$ cat src/rtl/lsu_dcache_arbiter_pkg.sv
// Shared types and constants for the LSU data-cache arbiter.
// Latency: n/a (declarations only).
// Backpressure: n/a.
package lsu_dcache_arbiter_pkg;

    localparam int DEFAULT_XLEN = 32;
    localparam int BYTE_EN_W    = 4;

    // Reads always fetch the whole word.
    localparam logic [BYTE_EN_W-1:0] BYTE_EN_ALL = '1;

    typedef enum logic [1:0] {
        ARB_IDLE      = 2'd0,
        ARB_WAIT_RESP = 2'd1,
        ARB_DRAIN     = 2'd2
    } arb_state_t;

    // Index width for n items; never narrower than one bit.
    function automatic int ptr_width(input int n);
        return (n > 1) ? $clog2(n) : 1;
    endfunction

endpackage

$ cat src/rtl/lsu_dcache_arbiter_rr_arbiter.sv
// Rotating-priority arbiter: the first set request at or after ptr wins.
// Latency: purely combinational, 0 cycles.
// Backpressure: none; the caller decides whether the grant is consumed.
//
// Ports:
//   req [W]  - request vector
//   ptr      - index holding highest priority, must be < W
//   gnt [W]  - one-hot grant, all zero when no request
module rr_arbiter
    import lsu_dcache_arbiter_pkg::*;
#(
    parameter int W = 3,
    localparam int PW = ptr_width(W)
) (
    input  logic [W-1:0]  req,
    input  logic [PW-1:0] ptr,
    output logic [W-1:0]  gnt
);

    logic [2*W-1:0] req_dbl;
    logic [W-1:0]   req_rot;
    logic [W-1:0]   pick_rot;
    logic [2*W-1:0] gnt_dbl;

    // Rotate so ptr sits at bit 0, isolate the lowest set bit, rotate back.
    always_comb begin
        req_dbl  = {req, req} >> ptr;
        req_rot  = req_dbl[W-1:0];
        pick_rot = req_rot & (~req_rot + 1'b1);
        gnt_dbl  = {{W{1'b0}}, pick_rot} << ptr;
        gnt      = gnt_dbl[W-1:0] | gnt_dbl[2*W-1:W];
    end

endmodule

$ cat src/rtl/lsu_dcache_arbiter.sv
// Shares one data-cache port between NUM_LOAD load FUs and the store retire path.
// Latency: grant same cycle as request when cache_ready=1; load round trip 1+N cycles.
// Backpressure: cache_ready=0 holds the request with no grant; one load outstanding at a time.
//
// Ports:
//   clock, reset            - posedge clock, synchronous active-high reset
//   squash                  - pipeline flush pulse; masks new loads, kills the pending response
//   load_req/addr/grant     - per-FU load request, byte address, one-hot acceptance
//   load_resp_valid/data    - one-hot response strobe to the owning FU, shared data bus
//   store_req/addr/data/byte_en, store_grant - retire-path write and its acceptance
//   cache_req_*             - request toward the cache, accepted on valid & cache_ready
//   cache_resp_valid/data   - read data returning from the cache
module lsu_dcache_arbiter
    import lsu_dcache_arbiter_pkg::*;
#(
    parameter int NUM_LOAD = 2,
    parameter int XLEN     = DEFAULT_XLEN
) (
    input  logic                          clock,
    input  logic                          reset,
    input  logic                          squash,

    input  logic [NUM_LOAD-1:0]           load_req,
    input  logic [NUM_LOAD-1:0][XLEN-1:0] load_addr,
    output logic [NUM_LOAD-1:0]           load_grant,
    output logic [NUM_LOAD-1:0]           load_resp_valid,
    output logic [XLEN-1:0]               load_resp_data,

    input  logic                          store_req,
    input  logic [XLEN-1:0]               store_addr,
    input  logic [XLEN-1:0]               store_data,
    input  logic [BYTE_EN_W-1:0]          store_byte_en,
    output logic                          store_grant,

    output logic                          cache_req_valid,
    output logic                          cache_req_wr,
    output logic [XLEN-1:0]               cache_req_addr,
    output logic [XLEN-1:0]               cache_req_data,
    output logic [BYTE_EN_W-1:0]          cache_req_byte_en,
    input  logic                          cache_ready,
    input  logic                          cache_resp_valid,
    input  logic [XLEN-1:0]               cache_resp_data
);

    localparam int NREQ = NUM_LOAD + 1;          // store path is the last requester
    localparam int IW   = ptr_width(NREQ);
    localparam int OW   = ptr_width(NUM_LOAD);
    localparam logic [XLEN-1:0] ALIGN_MASK = ~XLEN'(3);

    arb_state_t      state_q, state_d;
    logic [IW-1:0]   rr_ptr_q, rr_ptr_d;
    logic [OW-1:0]   owner_q, owner_d;

    logic [NREQ-1:0] req_vec;
    logic [NREQ-1:0] gnt_vec;
    logic [IW-1:0]   win_idx;
    logic [XLEN-1:0] win_addr;
    logic            win_is_store;
    logic            issue;
    logic            accept;
    logic            resp_fire;

    // Squash only masks loads: a retired store is architectural and must still go out.
    assign req_vec = {store_req, load_req & ~{NUM_LOAD{squash}}};

    rr_arbiter #(
        .W (NREQ)
    ) u_rr_arbiter (
        .req (req_vec),
        .ptr (rr_ptr_q),
        .gnt (gnt_vec)
    );

    // Encode the one-hot winner and pick its word-aligned address.
    always_comb begin
        win_idx  = '0;
        win_addr = '0;
        for (int i = 0; i < NUM_LOAD; i++) begin
            if (gnt_vec[i]) begin
                win_idx  = IW'(i);
                win_addr = load_addr[i] & ALIGN_MASK;
            end
        end
        if (gnt_vec[NUM_LOAD]) begin
            win_idx  = IW'(NUM_LOAD);
            win_addr = store_addr & ALIGN_MASK;
        end
    end

    assign win_is_store = gnt_vec[NUM_LOAD];

    // All outputs are forced quiet while reset is held, including the
    // combinational paths from requesters and the cache response.
    assign issue     = ~reset & (state_q == ARB_IDLE) & (|req_vec);
    assign accept    = issue & cache_ready;
    // A response coinciding with squash belongs to a killed load and is dropped.
    assign resp_fire = ~reset & (state_q == ARB_WAIT_RESP) & cache_resp_valid & ~squash;

    always_comb begin
        cache_req_valid   = issue;
        cache_req_wr      = issue & win_is_store;
        cache_req_addr    = issue ? win_addr : '0;
        cache_req_data    = (issue & win_is_store) ? store_data : '0;
        cache_req_byte_en = (issue & win_is_store) ? store_byte_en : BYTE_EN_ALL;

        load_grant        = accept ? gnt_vec[NUM_LOAD-1:0] : '0;
        store_grant       = accept & win_is_store;

        load_resp_valid   = '0;
        if (resp_fire) begin
            load_resp_valid[owner_q] = 1'b1;
        end
        load_resp_data    = resp_fire ? cache_resp_data : '0;
    end

    always_comb begin
        state_d  = state_q;
        rr_ptr_d = rr_ptr_q;
        owner_d  = owner_q;
        case (state_q)
            ARB_IDLE: begin
                // A stalled request leaves rr_ptr alone so the same priority
                // order is re-evaluated next cycle.
                if (accept) begin
                    rr_ptr_d = win_is_store ? '0 : win_idx + 1'b1;
                    if (!win_is_store) begin
                        owner_d = win_idx[OW-1:0];
                        state_d = ARB_WAIT_RESP;
                    end
                end
            end
            ARB_WAIT_RESP: begin
                if (cache_resp_valid) begin
                    state_d = ARB_IDLE;
                end else if (squash) begin
                    state_d = ARB_DRAIN;
                end
            end
            ARB_DRAIN: begin
                // The cache still owes one response; swallow it before reissuing.
                if (cache_resp_valid) begin
                    state_d = ARB_IDLE;
                end
            end
            default: begin
                state_d = ARB_IDLE;
            end
        endcase
    end

    always_ff @(posedge clock) begin
        if (reset) begin
            state_q  <= ARB_IDLE;
            rr_ptr_q <= '0;
            owner_q  <= '0;
        end else begin
            state_q  <= state_d;
            rr_ptr_q <= rr_ptr_d;
            owner_q  <= owner_d;
        end
    end

endmodule
$ cat config.mk
export PLATFORM = sky130hd
export DESIGN_NAME = lsu_dcache_arbiter
export DESIGN_NICKNAME = d
export VERILOG_FILES = /design/src/rtl/lsu_dcache_arbiter_pkg.sv /design/src/rtl/lsu_dcache_arbiter_rr_arbiter.sv /design/src/rtl/lsu_dcache_arbiter.sv
export SDC_FILE = /design/constraint.sdc
export NUM_CORES = 1
export LEC_CHECK = 0
export CAP_MARGIN = 20
export CORE_AREA = 5 5 106 108
export DETAILED_ROUTE_END_ITERATION = 7
export DIE_AREA = 0 0 111 113
export DONT_BUFFER_PORTS = 1
export PLACE_DENSITY = 0.31
export RECOVER_POWER = 25
export SLEW_MARGIN = 20
export SYNTH_ARGS = -nofsm -noshare
export SYNTH_HDL_FRONTEND = slang
export SYNTH_HIERARCHICAL = 1
export SYNTH_SLANG_ARGS = --single-unit
$ cat constraint.sdc
create_clock -name clock -period 2.9 [get_ports clock]
set_clock_uncertainty 0.1 [all_clocks]
set_input_delay 0.87 -clock clock [delete_from_list [all_inputs] [get_ports clock]]
set_output_delay 0.87 -clock clock [all_outputs]
set_load 0.02 [all_outputs]
==> reports/metrics.yaml, run 1 <==
status: "complete, but fails checks"
violations: "setup timing"
hold_path_class: "reg -> reg"
r2r_start: "rr_ptr_q[1]"
overflow: 0
fillers: 1062
drt_iter0_drc: 80
die_x_um: 111
antenna_found_initial: 0
synth_top_area_share: 0.164
dp_hpwl_mm: 6.96
area_growth_pct: 90.9
grt_usage: 0.128
worst_ep_arrival_time_ps: 2120
ir_drop_mv: 0.123
ys_seq_area_frac: 0.0625
io-pin-count: 279
cp.required_ps: 1930
reg2reg_depth: 8
cp-end-kind: "output port"
die_h_um: 113
cts-hold-fix-buffers: 0
grt_pass1_vias: 2126
setup_viol: 60
synth_top_area_cell: "a221oi_1"
drive_gt1_frac: 0.661
post-route-drc-count: 0
ys_warn_count: 6
avgRoutedWirePerCell_um: 24.4
maxSlewViolCount: 0
dr_total_vias: 2077
pwr-share-comb: 0.715
synthMostInstantiatedCell: "nor2b_1"
layout.area.seq_um2: 100
timing.rr.end: "owner_q"
cts_made_buffers: 3
synthArstFlopShare: 0
p_per_area_nw_per_um2: 237
hold_viol: 0
intPower_w: 0.000405
clock-sinks: 5
swShare: 0.441
cts_buffer_depth: 2
maxCapViolations: 0
coreArea_um2: 10100
vias_per_cell: 5.10
cts_tree: "yes"
holdWs_ps: 413
mappedNetlistArea_um2: 1600
fin_ws_ps: -187
p_switching_w: 0.000320
multiInputGateArea_um2: 2100
ant_nets: 0
grt_setup_unrepaired: "yes"
drtPass1Iterations: 4
pwr-share-clk: 0.179
grt_max_degree: 51
initial_core_util: 0.158
globalplace.congestion: 0.758
yosys-top-cells-count: "37 x nor2b_1, 35 x and3_1, 34 x and2_1"
netlist_top_cells_area: "a221oi_1 16%, nor2b_1 14%, and3_1 14%"
die_area_um2: 12500
root_buffer: "clkbuf_8"
critPathLaunchType: "primary input"
syn_area_per_cell_um2: 6.62
place_area_um2: 2210
clk_latency_ps: 220
crit_path_start: "load_req[1]"
synth_cell_type_count: 37
fmax_mhz: 324
port_buffers: 0
num_rows: 37
syn_inst: 242
p_leak_nw: 1.10
rrSetupSlack_ps: 910
path_max_fanout: 8
totalWireLength_mm: 9.94
crit_end: "cache_req_addr[12]"
synth-edff-count: 0
ys_ff_latch: 5
nNetsFinal: 444
n_antenna_cell: 0
grt_pass1_wl_mm: 12.9
ys.flop_type: "dfxtp_1"
seq_power_share: 0.106
p_total_w: 0.000726
stdcell_area_um2: 3060
fin_crit_ps: 3090
hold-path-cell-count: 2
htreeDepth: 1
fin_crit_sh: 1.06
path_class: "in -> out"
path_clk_slew_ps: 40
==> metal layers <==
| layer | up-vias | share of wire | GRT usage |
|---|---|---|---|
| met5 | - | 0 | 0 |
| met4 | 0 | 0.015 | 0.0213 |
| met1 | 960 | 0.34 | 0.133 |
| met2 | 171 | 0.56 | 0.253 |
| met3 | 12 | 0.089 | 0.0428 |
| li1 | 934 | - | - |
==> cell families (layout without fill, tap and decap cells) <==
group,after synthesis,count (layout),share of synthesized area
flip-flops,5,5,0.0625
buffers and inverters,35,62,0.101
multiplexers,2,2,0.0133
other,1,2,0.00234
AO/OA/AOI/OAI,42,42,0.232
AND/OR/NAND/NOR,157,158,0.589
==> critical path, stage by stage <==
cell and delay, ps:
nor2b_4 150, buf_6 110, a21oi_2 30, o21a_4 280, clkbuf_16 180, nor2b_1 130, nor3_2 360
==> cell type report <==
cell class / count / share of cell area
Timing Repair Buffer: 53 / 0.201
Tap cell: 136 / 0.0556
Multi-Input combinational cell: 204 / 0.688
Clock buffer: 4 / 0.0147
Inverter: 5 / 0.00777
Sequential cell: 5 / 0.0327
==> state kept, by name, indices dropped and copies added (netlist names) <==
| name | flops |
|---|---|
| rr_ptr_q | 2 |
| state_q | 2 |
| owner_q | 1 |
==> power groups by stage <==
| stage | Sequential, W | Combinational [W] | Clock [W] |
|---|---|---|---|
| floorplan | 0.0000765 | 0.000281 | 0 |
| global placement | 0.0000774 | 0.000364 | 0 |
| detailed placement | 0.0000773 | 0.000365 | 0 |
| CTS | 0.0000768 | 0.000440 | 0.000132 |
| global route | 0.0000776 | 0.000551 | 0.000140 |
| finish | 0.0000767 | 0.000519 | 0.000130 |
==> metrics by stage <==
stage	setup TNS [ps]	setup slack (ps)	util	cells
floorplan	-3280	-125	-	243
global placement	-18120	-576	0.218	390
detailed placement	-17360	-550	0.218	390
CTS	-6010	-213	0.263	400
global route	-11980	-258	0.302	407
finish	-7090	-187	0.302	407
==> how the worst min path moves through the flow <==
stage	from	end	slack, ps
after floorplan	rr_ptr_q[1]	rr_ptr_q[1]	380
after global placement	rr_ptr_q[1]	rr_ptr_q[1]	410
after detailed placement	rr_ptr_q[1]	rr_ptr_q[1]	410
after CTS	rr_ptr_q[1]	rr_ptr_q[1]	420
after global routing	rr_ptr_q[1]	rr_ptr_q[1]	460
final	rr_ptr_q[1]	rr_ptr_q[1]	410
==> layout by cell type, fill, tap and decap left out, types with 5 or more instances in the layout <==
cell type  Yosys  routed
dfxtp_1        5       5
nor2b_2        1       6
nor2b_4        0      13
and2_1        34      33
and3_4         0      27
nor3_2         1      24
a221oi_4       0       9
nor3_4         0       7
nor2b_1       37      20
and3_2         0       7
a221oi_2       0      19
buf_4          2      30
nand2b_1       5       5
buf_6          2      10
buf_12         0       8
==> timing repair <==
item                                    CTS  global route
buffers inserted                          4             2
gates resized for setup                  91            59
cloned                                    2             5
pin swaps                                12            20
hold endpoints to repair                  0             0
endpoints found under the setup margin   69            69
(Power assumes the default switching activity.)
==> run 2: changes to the inputs <==
--- a/config.mk
+++ b/config.mk
@@ -10,6 +10,7 @@
 export DETAILED_ROUTE_END_ITERATION = 7
 export DIE_AREA = 0 0 111 113
 export DONT_BUFFER_PORTS = 1
+export HOLD_SLACK_MARGIN = 0.15
 export PLACE_DENSITY = 0.31
 export RECOVER_POWER = 25
 export SLEW_MARGIN = 20
==> constraint.sdc (replaced) <==
create_clock -name clock -period 2.9 [get_ports clock]
set_clock_uncertainty 0.1 [all_clocks]
set_input_delay 0.87 -clock clock [delete_from_list [all_inputs] [get_ports clock]]
set_output_delay 0.87 -clock clock [all_outputs]
set_load 0.1 [all_outputs]
==> reports/metrics.yaml, run 2 (synthesis results as in run 1) <==
status: "complete, but fails checks"
violations: "setup timing"
worst_ep_arrival_time_ps: 2300  # +180 ps
holdWs_ps: 437  # +23.9 ps
htreeDepth: 1  # unchanged
p_leak_nw: 1.78  # +62%
die_x_um: 111  # unchanged
ant_nets: 0  # unchanged
path_max_fanout: 10  # +2
pwr-share-comb: 0.845  # +0.130
antenna_found_initial: 0  # unchanged
die_area_um2: 12500  # unchanged
die_h_um: 113  # unchanged
swShare: 0.532  # +0.0912
grt_pass1_vias: 2502  # +18%
port_buffers: 0  # unchanged
grt_usage: 0.141  # +0.0132
path_class: "in -> out"
cts_made_buffers: 3  # unchanged
maxCapViolations: 0  # unchanged
vias_per_cell: 4.80  # -5.9%
grt_max_degree: 34  # -33%
clk_latency_ps: 220  # about the same
cts_buffer_depth: 2  # unchanged
drive_gt1_frac: 0.805  # +0.144
dr_total_vias: 2325  # +12%
clock-sinks: 5  # unchanged
grt_pass1_wl_mm: 14.3  # +11%
p_switching_w: 0.000709  # +120%
grt_setup_unrepaired: "yes"
max_stage_delay_ps: 230  # -130 ps
crit_path_start: "load_req[1]"
drtPass1Iterations: 4  # unchanged
hold_path_class: "reg -> reg"
drt_iter0_drc: 60  # -25%
totalWireLength_mm: 10.0  # +0.64%
setup_viol: 69  # +15%
num_rows: 37  # unchanged
overflow: 0  # unchanged
fin_crit_ps: 3270  # +187 ps
area_growth_pct: 203
post-place-ws_ps: -841  # -291 ps
fillers: 900  # -15%
nNetsFinal: 521  # +17%
pwr-share-clk: 0.097  # -0.082
fin_crit_sh: 1.13  # +0.0646
path_clk_slew_ps: 30  # about the same
avgRoutedWirePerCell_um: 20.7  # -15%
r2r_start: "rr_ptr_q[1]"
root_buffer: "clkbuf_8"
initial_core_util: 0.158  # unchanged
io-pin-count: 279  # unchanged
hp-start: "rr_ptr_q[1]"
critPathLaunchType: "primary input"
cp-end-kind: "output port"
worstPathCellList: "nor2b_4 -> nor2_1 -> o211a_1 -> nor2b_4 -> buf_12 -> a221oi_2 -> buf_4 -> nor3_4 -> buf_12"
fmax_mhz: 305  # -5.7%
seq_power_share: 0.058  # -0.048
hold_viol: 0  # unchanged
top_regs: "rr_ptr_q: 2 flops, state_q: 2 flops, owner_q: 1 flops"
cp_slowest_cell: "o211a_1"
ir_drop_mv: 0.128  # +4.4%
layout.area.seq_um2: 100  # unchanged
cts-hold-fix-buffers: 0  # unchanged
cp.required_ps: 1930  # about the same
n_antenna_cell: 0  # unchanged
dp_hpwl_mm: 7.66  # +10%
cts_tree: "yes"
intPower_w: 0.000623  # +54%
maxSlewViolCount: 0  # unchanged
final_cell_mix: "87 x buf_12, 34 x and3_4, 32 x nor2b_1, 31 x and2_4, 31 x buf_4"
coreArea_um2: 10100  # unchanged
post-route-drc-count: 0  # unchanged
fin_ws_ps: -374  # -187 ps
mostFrequentLayoutCell: "buf_12"
multiInputGateArea_um2: 2330  # +11%
globalplace.congestion: 0.746  # -1.6%
p_per_area_nw_per_um2: 274  # +15%
## run 2: cell count changes in the layout (fill, tap and decap cells not counted), moves of 3 or more
cell	change
nor2b_4	-6
nor2b_1	+12
nor2b_2	-6
and3_2	-7
buf_12	+79
buf_6	-7
and2_4	+30
and2_1	-33
and2_2	+3
and3_4	+7
buf_8	+4
nor3_2	-23
nor3_4	+23
## run 2: what timing repair did
item / in CTS / in global routing
endpoints found under the setup margin: 69 / 69
pin swaps: 6 / 14
setup buffers: 9 / 1
gates cloned: 6 / 1
resized for setup: 43 / 30
## run 2: routing by layer
layer | vias up | wire (µm) | track usage
met1 | 1075 | 3260 | 0.146
met2 | 154 | 5630 | 0.282
met4 | 0 | 55 | 0.0189
met5 | - | 0 | 0
met3 | 4 | 1060 | 0.0481
li1 | 1092 | - | -
## run 2: worst paths after layout
check | endpoint | slack [ps] | cells after the start
worst min register to register | rr_ptr_q[1] | 440 | 2
worst min-delay path | rr_ptr_q[1] | 440 | 2
worst max-delay path | cache_req_addr[16] | -370 | 9
worst max register to register | owner_q | 880 | 9
## run 2: layout make-up
class                   count  share of cell area
well taps                 136              0.0350
clock buffers               4             0.00926
flip-flops and latches      5              0.0206
multi-input cells         204               0.480
inverters                   5             0.00489
repair buffers            130               0.451
## run 2: per-stage QoR
stage	power (W)	utilization	instance area, µm²	setup TNS, ps	cells
after floorplan	0.000773	-	2410	-19920	243
after global placement	0.00107	0.412	4180	-28230	467
after detailed placement	0.00107	0.412	4180	-30500	467
after CTS	0.00131	0.462	4680	-17520	486
after global routing	0.00139	0.480	4860	-19110	484
final	0.00133	0.480	4860	-14880	484
## run 2: critical path, delay by kind of cell
family,cells,cell delay (ps)
and+or+nand+nor,4,600
buffers and inverters,3,530
AOI/OAI and AO/OA,2,300
## run 2: power by group through the flow
stage                     Clock [W]  Combinational, W  Sequential [W]
after floorplan                   0          0.000696       0.0000767
after global placement            0          0.000990       0.0000776
after CTS                  0.000132           0.00110       0.0000772
after detailed placement          0          0.000995       0.0000777
final                      0.000129           0.00113       0.0000773
after global routing       0.000137           0.00117       0.0000778
